$ cat src/rtl/bcd_scan_display_pkg.sv
// Shared seven-segment constants for the multiplexed BCD display.
// Codes are active-high gfedcba; the display top inverts them for the active-low pins.
package bcd_scan_display_pkg;

  localparam logic [9:0][6:0] SEG_DIGIT = {
    7'h6F, 7'h7F, 7'h07, 7'h7D, 7'h6D,
    7'h66, 7'h4F, 7'h5B, 7'h06, 7'h3F
  };
  localparam logic [6:0] SEG_DASH  = 7'h40;
  localparam logic [6:0] SEG_BLANK = 7'h00;

endpackage

$ cat src/rtl/bcd_to_seg7.sv
// BCD digit to active-high gfedcba segment pattern; codes 10..15 show a dash.
module bcd_to_seg7
  import bcd_scan_display_pkg::*;
(
  input  logic [3:0] bcd_i,
  output logic [6:0] seg_o
);

  always_comb begin
    seg_o = SEG_DASH;
    if (bcd_i <= 4'd9) seg_o = SEG_DIGIT[bcd_i];
  end

endmodule

$ cat src/rtl/bcd_scan_display.sv
// Time-multiplexed scan of NDIG snapshotted BCD digits onto one active-low
// seven-segment bus, with leading-zero blanking and a per-scan frame pulse.
module bcd_scan_display
  import bcd_scan_display_pkg::*;
#(
  parameter int DIV  = 50000,
  parameter int NDIG = 6
) (
  input  logic              clk,
  input  logic              reset,
  input  logic [4*NDIG-1:0] bcd_in,
  input  logic              load,
  input  logic              blank_lz,
  input  logic [NDIG-1:0]   dp_mask,
  output logic [NDIG-1:0]   an,
  output logic [6:0]        seg,
  output logic              dp,
  output logic              frame
);

  localparam int CW = $clog2(DIV);
  localparam int IW = (NDIG > 1) ? $clog2(NDIG) : 1;

  logic [4*NDIG-1:0] snap_q;
  logic [CW-1:0]     cnt_q, cnt_d;
  logic [IW-1:0]     idx_q, idx_d;
  logic [NDIG-1:0]   an_q, an_d;
  logic [6:0]        seg_q, seg_d;
  logic              dp_q, wrap_q, frame_q;

  logic              tick;
  logic [3:0]        digit;
  logic [6:0]        seg_raw;
  logic [NDIG-1:0]   zero_from;
  logic              blank;

  assign tick  = (cnt_q == CW'(DIV - 1));
  assign digit = snap_q[4*idx_q +: 4];

  bcd_to_seg7 u_dec (
    .bcd_i (digit),
    .seg_o (seg_raw)
  );

  // zero_from[i]: every snapshot digit from the top down to i is zero
  always_comb begin
    logic run;
    run = 1'b1;
    zero_from = '0;
    for (int i = NDIG - 1; i >= 0; i--) begin
      run = run & (snap_q[4*i +: 4] == 4'd0);
      zero_from[i] = run;
    end
  end

  assign blank = blank_lz && (idx_q != '0) && zero_from[idx_q];

  always_comb begin
    cnt_d = tick ? '0 : cnt_q + 1'b1;
    idx_d = idx_q;
    if (tick) idx_d = (idx_q == IW'(NDIG - 1)) ? '0 : idx_q + 1'b1;
    an_d = '1;
    an_d[idx_q] = 1'b0;
    seg_d = ~(blank ? SEG_BLANK : seg_raw);
  end

  // Outputs sample the pre-edge snap/idx, so a load coinciding with a tick
  // only becomes visible from the following edge.
  always_ff @(posedge clk) begin
    if (reset) begin
      snap_q  <= '0;
      cnt_q   <= '0;
      idx_q   <= '0;
      an_q    <= '1;
      seg_q   <= 7'h7F;
      dp_q    <= 1'b1;
      wrap_q  <= 1'b0;
      frame_q <= 1'b0;
    end else begin
      if (load) snap_q <= bcd_in;
      cnt_q   <= cnt_d;
      idx_q   <= idx_d;
      an_q    <= an_d;
      seg_q   <= seg_d;
      dp_q    <= ~dp_mask[idx_q];
      wrap_q  <= tick && (idx_q == IW'(NDIG - 1));
      frame_q <= wrap_q;
    end
  end

  assign an    = an_q;
  assign seg   = seg_q;
  assign dp    = dp_q;
  assign frame = frame_q;

endmodule

$ cat config.mk
export PLATFORM = sky130hd
export DESIGN_NAME = bcd_scan_display
export DESIGN_NICKNAME = d
export VERILOG_FILES = /design/src/rtl/bcd_scan_display_pkg.sv /design/src/rtl/bcd_to_seg7.sv /design/src/rtl/bcd_scan_display.sv
export SDC_FILE = /design/constraint.sdc
export NUM_CORES = 1
export LEC_CHECK = 0
export ABC_AREA = 1
export CAP_MARGIN = 20
export CORE_MARGIN = 8
export CORE_UTILIZATION = 45
export DETAILED_ROUTE_END_ITERATION = 12
export DONT_BUFFER_PORTS = 1
export PLACE_DENSITY = 0.69
export SYNTH_ARGS = -nofsm -noshare
export SYNTH_HDL_FRONTEND = slang
export SYNTH_SLANG_ARGS = --single-unit
$ cat constraint.sdc
create_clock -name clk -period 2 [get_ports clk]
set_input_delay 0.4 -clock clk [delete_from_list [all_inputs] [get_ports clk]]
set_output_delay 0.4 -clock clk [all_outputs]
set_load 0.005 [all_outputs]
==> After elaboration in Yosys (flattened, before gate mapping) <==
Memories as Yosys holds them, arrays and structs flattened.
Index checks and enable logic that the tools add are counted.
{ "op_classes": {"addsub": 2, "n_mul": 0, "n_div": 0, "magnitude_cmp": 4, "eq_ne": 2, "shift": 1, "muxes": 10, "bitwise_logic": 8, "reduce_logical": 12} }
{ "ops": {"columns": ["operator", "count"], "rows": [
  ["$logic_not 4->1", 6],
  ["$shiftx 24x6->4", 1],
  ["$mux 7", 3],
  ["$add 16x1->16 const B", 1],
  ["$eq 16x16->1 const B", 1],
  ["$not 7->7", 1],
  ["$bmux 1 s3", 2],
  ["$not 6->6", 1],
  ["$and 1x1->1", 5],
  ["$lt 4x5->1 const B", 1],
  ["$le 4x4->1 const B", 1],
  ["$logic_and 1x1->1", 4],
  ["$lt 3x4->1 const B", 1],
  ["$add 3x1->3 const B", 1],
  ["$demux 1 s3", 1],
  ["$eq 3x3->1 const B", 1],
  ["$ge 3x1->1 const B", 1],
  ["$mux 1", 3],
  ["$mux 3", 1],
  ["$reduce_bool 3->1", 1],
  ["$reduce_or 2->1", 1],
  ["$not 1->1", 1]
]} }
{ "word_totals": {"ff_bits": 59, "latch_bits": 0, "ramBits": 0, "romBits": 112, "inputBits": 34, "word_cells": 48, "mem_count": 1} }
{ "mem_list": {"columns": ["name", "depth", "width", "rd", "rd_ports_with_merged_regs", "wr", "line_no", "source"], "rows": [
  ["(name not given)", 16, 7, 1, 0, 0, "bcd_to_seg7.sv:11", "if (bcd_i <= 4'd9) seg_o = SEG_DIGIT[bcd_i];"]
]} }

==> Longest topological paths before layout <==
{ "depth": {"ltp_word": 11, "ltp_mapped": 16, "mapped_depth_nobuf": 15} }

==> Cells and area by module <==
A second synthesis with hierarchy kept.
{ "hier_totals": {"hier_cells": 427, "hier_area_um2": 2894.0} }
{ "by_module_without_submodules": {"columns": ["mod", "n_inst", "cells_per_inst", "area_per_inst_um2"], "rows": [
  ["bcd_scan_display", 1, 385, 2680.1],
  ["bcd_to_seg7", 1, 42, 214.0]
]} }

==> Least setup slack after synthesis <==
OpenSTA, ideal clock, no wires.
{ "synth_path": {"path_kind": "register to register", "startpoint": "register idx_q[0]", "endpoint": "register seg_q[3], in the netlist seg[3]", "setup_ns": 0.114, "arrival_ns": 1.553, "t_required_ns": 1.886, "path_slack_ns": 0.333, "stages_incl_launch_ff": 13, "synth_period_minus_slack_ns": 1.667, "path_cell_list": "dfxtp_1 buf_6 nand2_2 inv_2 nand2_1 nand3_1 nand2_1 nand2_1 inv_1 ha_1 nand3_1 nand3_1 nand2_1"} }
{ "synth_via": {"elab_chain_cells": 6} }
{ "synth_lines": {"columns": ["element", "line_no", "source"], "rows": [
  ["start, declared", "bcd_scan_display.sv:26", "logic [IW-1:0] idx_q, idx_d;"],
  ["start signal, assigned", "bcd_scan_display.sv:82", "idx_q <= idx_d;"],
  ["$shiftx 24x6->4", "bcd_scan_display.sv:38", "assign digit = snap_q[4*idx_q +: 4];"],
  ["$mem_v2 16x7", null, null],
  ["$mux 7 (implied by the code)", "bcd_to_seg7.sv:11", null],
  ["$mux 7", "bcd_to_seg7.sv:11", null],
  ["$mux 7 (*)", "bcd_scan_display.sv:64", "seg_d = ~(blank ? SEG_BLANK : seg_raw);"],
  ["$not 7->7 (*)", "bcd_scan_display.sv:64", null],
  ["end signal, assigned", "bcd_scan_display.sv:84", "seg_q <= seg_d;"],
  ["end, declared", "bcd_scan_display.sv:28", "logic [6:0] seg_q, seg_d;"]
]} }
Mark *: on every way between the ends. The rest lies on a longest branch, timed or not. The select of a mux whose other input is x is not followed.
A chain may end at the register's enable or synchronous reset.

==> Final worst setup path <==
{ "layout_path": {"startpoint": "register idx_q[1]", "endpoint": "register seg_q[1], in the netlist seg[1]"} }
Same word-level chain as after synthesis.

==> impl_metrics.csv <==
group,metric,value,unit
run,max-cap-violations,0,
timing,setup_tns,0,ns
hold_path,holdPathEnd,"idx_q[1]",
clock_tree,clk_path_buf_depth,2,
timing,hold_ws,0.117,ns
grt,grt_use_met2,0.201,
pwr,powerDensity,840,mW/mm^2
grt,grtUsageMet1,0.186,
worst_setup_path,r2r_start,"idx_q[1]",
grt,grt_pass1_wl,9810,um
grt,overflow,0,
drt,wirelength,5920,um
synth,syn_area,0.00268,sq mm
pwr,sw_frac_of_total,0.237,
synth,yosys-mux-area-fraction,0,
timing,layout_worst_path_cycle_share,0.904,
synth,ys_top_cells_by_area,"dfxtp_1 44%, nand2_1 12%, nor2_1 8.7%",
hold_path,min_path_type,"in2reg",
worst_setup_path,ff2ff_path_depth,15,
placed_design,dp_slack,0.108,ns
layout,fin_area,0.00296,sq mm
synth,synth_top_family_by_area,"simple AND/OR/NAND/NOR gates",
drt,drc,0,
pwr,leakagePower,1.27,nW
timing,drv_slew,0,
grt,antenna_found_initial,0,
drt,drt-vias-per-instance,5.03,
clock_tree,clock_latency,0.34,ns
synth,ys_types,30,
layout,layout.area.seq,0.00118,sq mm
timing,finalCriticalPeriod,1.81,ns
hold_path,min_path_cells,1,
worst_setup_path,regToRegSetupSlack,0.19,ns
layout,drive_gt1_frac,0.117,
grt,top_usage_layer,"met2",
drt,first_pass_iters,4,
synth,yosysWarnings,0,
worst_setup_path,worstReg2RegEnd,"seg[1]",
floorplanning,rows,28,
grt,use_met3,0.0577,
timing,finalSetupViolCount,0,
clock_tree,holdBufCountCts,0,
synth,synth_area_per_cell,7.13,sq um
layout,final_cell_mix,"88 x nand2_1, 62 x nor2_1, 57 x dfxtp_1, 28 x inv_1, 27 x o21ai_0",
worst_setup_path,cp_max_fo,10,
placed_design,io_buffers,0,
timing,fmax,553,MHz
worst_setup_path,cp.required,2.23,ns
timing,tightest_slew,0.505,ns
timing,max_slew_margin,0.663,
timing,rsz0062_at_grt,"false",
layout,nets,423,
layout,final_common_cell,"nand2_1",
grt,grt_max_degree,30,
layout,area_delta_synth_final,10.4,%
worst_setup_path,cp-start-kind,"flip-flop",
layout,multi_input_area,0.00131,sq mm
synth,syn_nets,416,
timing,clock_skew,0.00715,ns
clock_tree,cts_tree,"built",
drt,wl_per_cell,12.9,um
pwr,p_int,1.90,mW
synth,synth_compound_area_frac,0.114,
placed_design,hpwl,4370,um
drt,vias,2317,
synth,yosysSeqAreaShare,0.441,
clock_tree,cts_sinks,59,
floorplanning,dieArea,0.00868,sq mm
layout,stdcell_count,461,
clock_tree,htreeDepth,3,
pwr,ir_drop,0.470,mV
synth,synthSimpleGateAreaFrac,0.335,
pwr,power_frac_seq,0.513,
layout,antennaDiodeCount,0,
status,outcome,"finished, final reports clean",
pwr,power_switching,0.589,mW
pwr,power,2.49,mW
clock_tree,clk_pin_slew,0.07,ns
placed_design,gp_congestion,0.849,
floorplanning,dieWidth,93.2,um
synth,ys_ff_latch,59,
placed_design,detailed_place.area,0.00278,sq mm
pwr,pwr-share-clk,0.415,
timing,hold_viol_final,0,
synth,synth_top_cell_by_area,"dfxtp_1",
worst_setup_path,critical_path_class,"reg2reg",
grt,grt_use_total,0.142,
timing,setup_ws,0.192,ns
placed_design,placed_cells,447,
pwr,power_frac_comb,0.072,
layout,num-fill-cells,584,
drt,drtIter0Drc,115,
drt,ant_nets,0,
floorplanning,die_y,93.2,um
synth,synthAdderAreaFrac,0.0280,
floorplanning,design.portCount,49,
clock_tree,cts_buffers,9,
grt,first_global_vias,2096,
clock_tree,clockRootBuffer,"clkbuf_8",
synth,synth_xor_area_frac,0.0131,
synth,synthCells,376,
layout,final_core_util,0.506,
worst_setup_path,arrival,2.04,ns
worst_setup_path,endpoint_kind,"flip-flop",
floorplanning,start_util,0.458,
synth,synth_top_area_frac,0.441,
floorplanning,core_area,0.00585,sq mm
hold_path,hold_path_startpoint,"reset",
-- registers in the layout, summed over array words and instances, names as in the netlist --
register,flops
an,6
cnt_q,16
dp,1
frame,1
idx_q,3
seg,7
snap_q,24
wrap_q,1
-- per-layer routing --
layer / wire, um / vias to the layer above
met4: 91 / 0
met5: 0 / -
li1: - / 1218
met2: 2570 / 62
met1: 2790 / 1030
met3: 467 / 7
-- area by class of cell --
class	count	share of cell area
Clock inverter	3	0.0135
Clock buffer	11	0.0478
Multi-Input combinational cell	270	0.444
Tap cell	75	0.0317
Timing Repair Buffer	7	0.0178
Inverter	36	0.0456
Sequential cell	59	0.400
-- cells by family (layout without fill, tap and decap cells) --
group / Yosys count / in the layout
AND/OR/NAND/NOR: 203 / 203
flip-flops: 59 / 59
AO/OA/AOI/OAI: 57 / 57
buffers and inverters: 47 / 57
adder cells (fa/ha/maj): 6 / 6
XOR/XNOR: 4 / 4
-- worst max path at each step --
| stage | cells after the start | endpoint | slack, ns | start |
|---|---|---|---|---|
| after global placement | 11 | seg[3] | 0.13 | idx_q[1] |
| after floorplan | 12 | seg[3] | 0.33 | idx_q[0] |
| after global routing | 15 | seg[1] | 0.03 | idx_q[0] |
| after CTS | 11 | seg[3] | 0.1 | idx_q[1] |
| after detailed placement | 11 | seg[3] | 0.11 | idx_q[1] |
| final | 15 | seg[1] | 0.19 | idx_q[1] |
-- power by group through the flow --
stage,registers (mW),logic (mW),clock network (mW)
after CTS,1.28,0.182,1.06
final,1.28,0.180,1.03
after detailed placement,1.30,0.180,0
after floorplan,1.29,0.153,0
after global routing,1.28,0.213,1.12
after global placement,1.30,0.177,0
-- Yosys cell counts, drive strengths merged --
cell / number
o21a: 1
a221o: 1
dfxtp: 59
clkbuf: 8
or2: 1
buf: 3
o21ai: 29
nand3: 28
nand3b: 3
clkinv: 1
nor3b: 1
xor2: 2
nor2: 64
xnor2: 2
a21oi: 21
inv: 35
nand2: 98
ha: 6
nor3: 3
nand4: 5
o211ai: 1
o22ai: 4
-- worst max-delay path, cell delays in order (launching register included) --
cell	delay, ns
dfxtp_2	0.36
inv_2	0.18
nand2_4	0.10
inv_2	0.13
nand2_1	0.07
nand3_1	0.06
nand2_1	0.13
inv_1	0.13
ha_1	0.15
inv_1	0.05
nand2_1	0.06
nand2_2	0.05
nand2_2	0.05
nand2_2	0.04
inv_2	0.08
nand2_1	0.06
-- what timing repair did --
action | 4_1_cts | 5_1_grt
setup endpoints to repair | 0 | 7
gates resized for setup | 0 | 2
hold endpoints to repair | 0 | 0
buffers inserted | 0 | 0
Note: power is estimated with default switching activity, not from simulation.
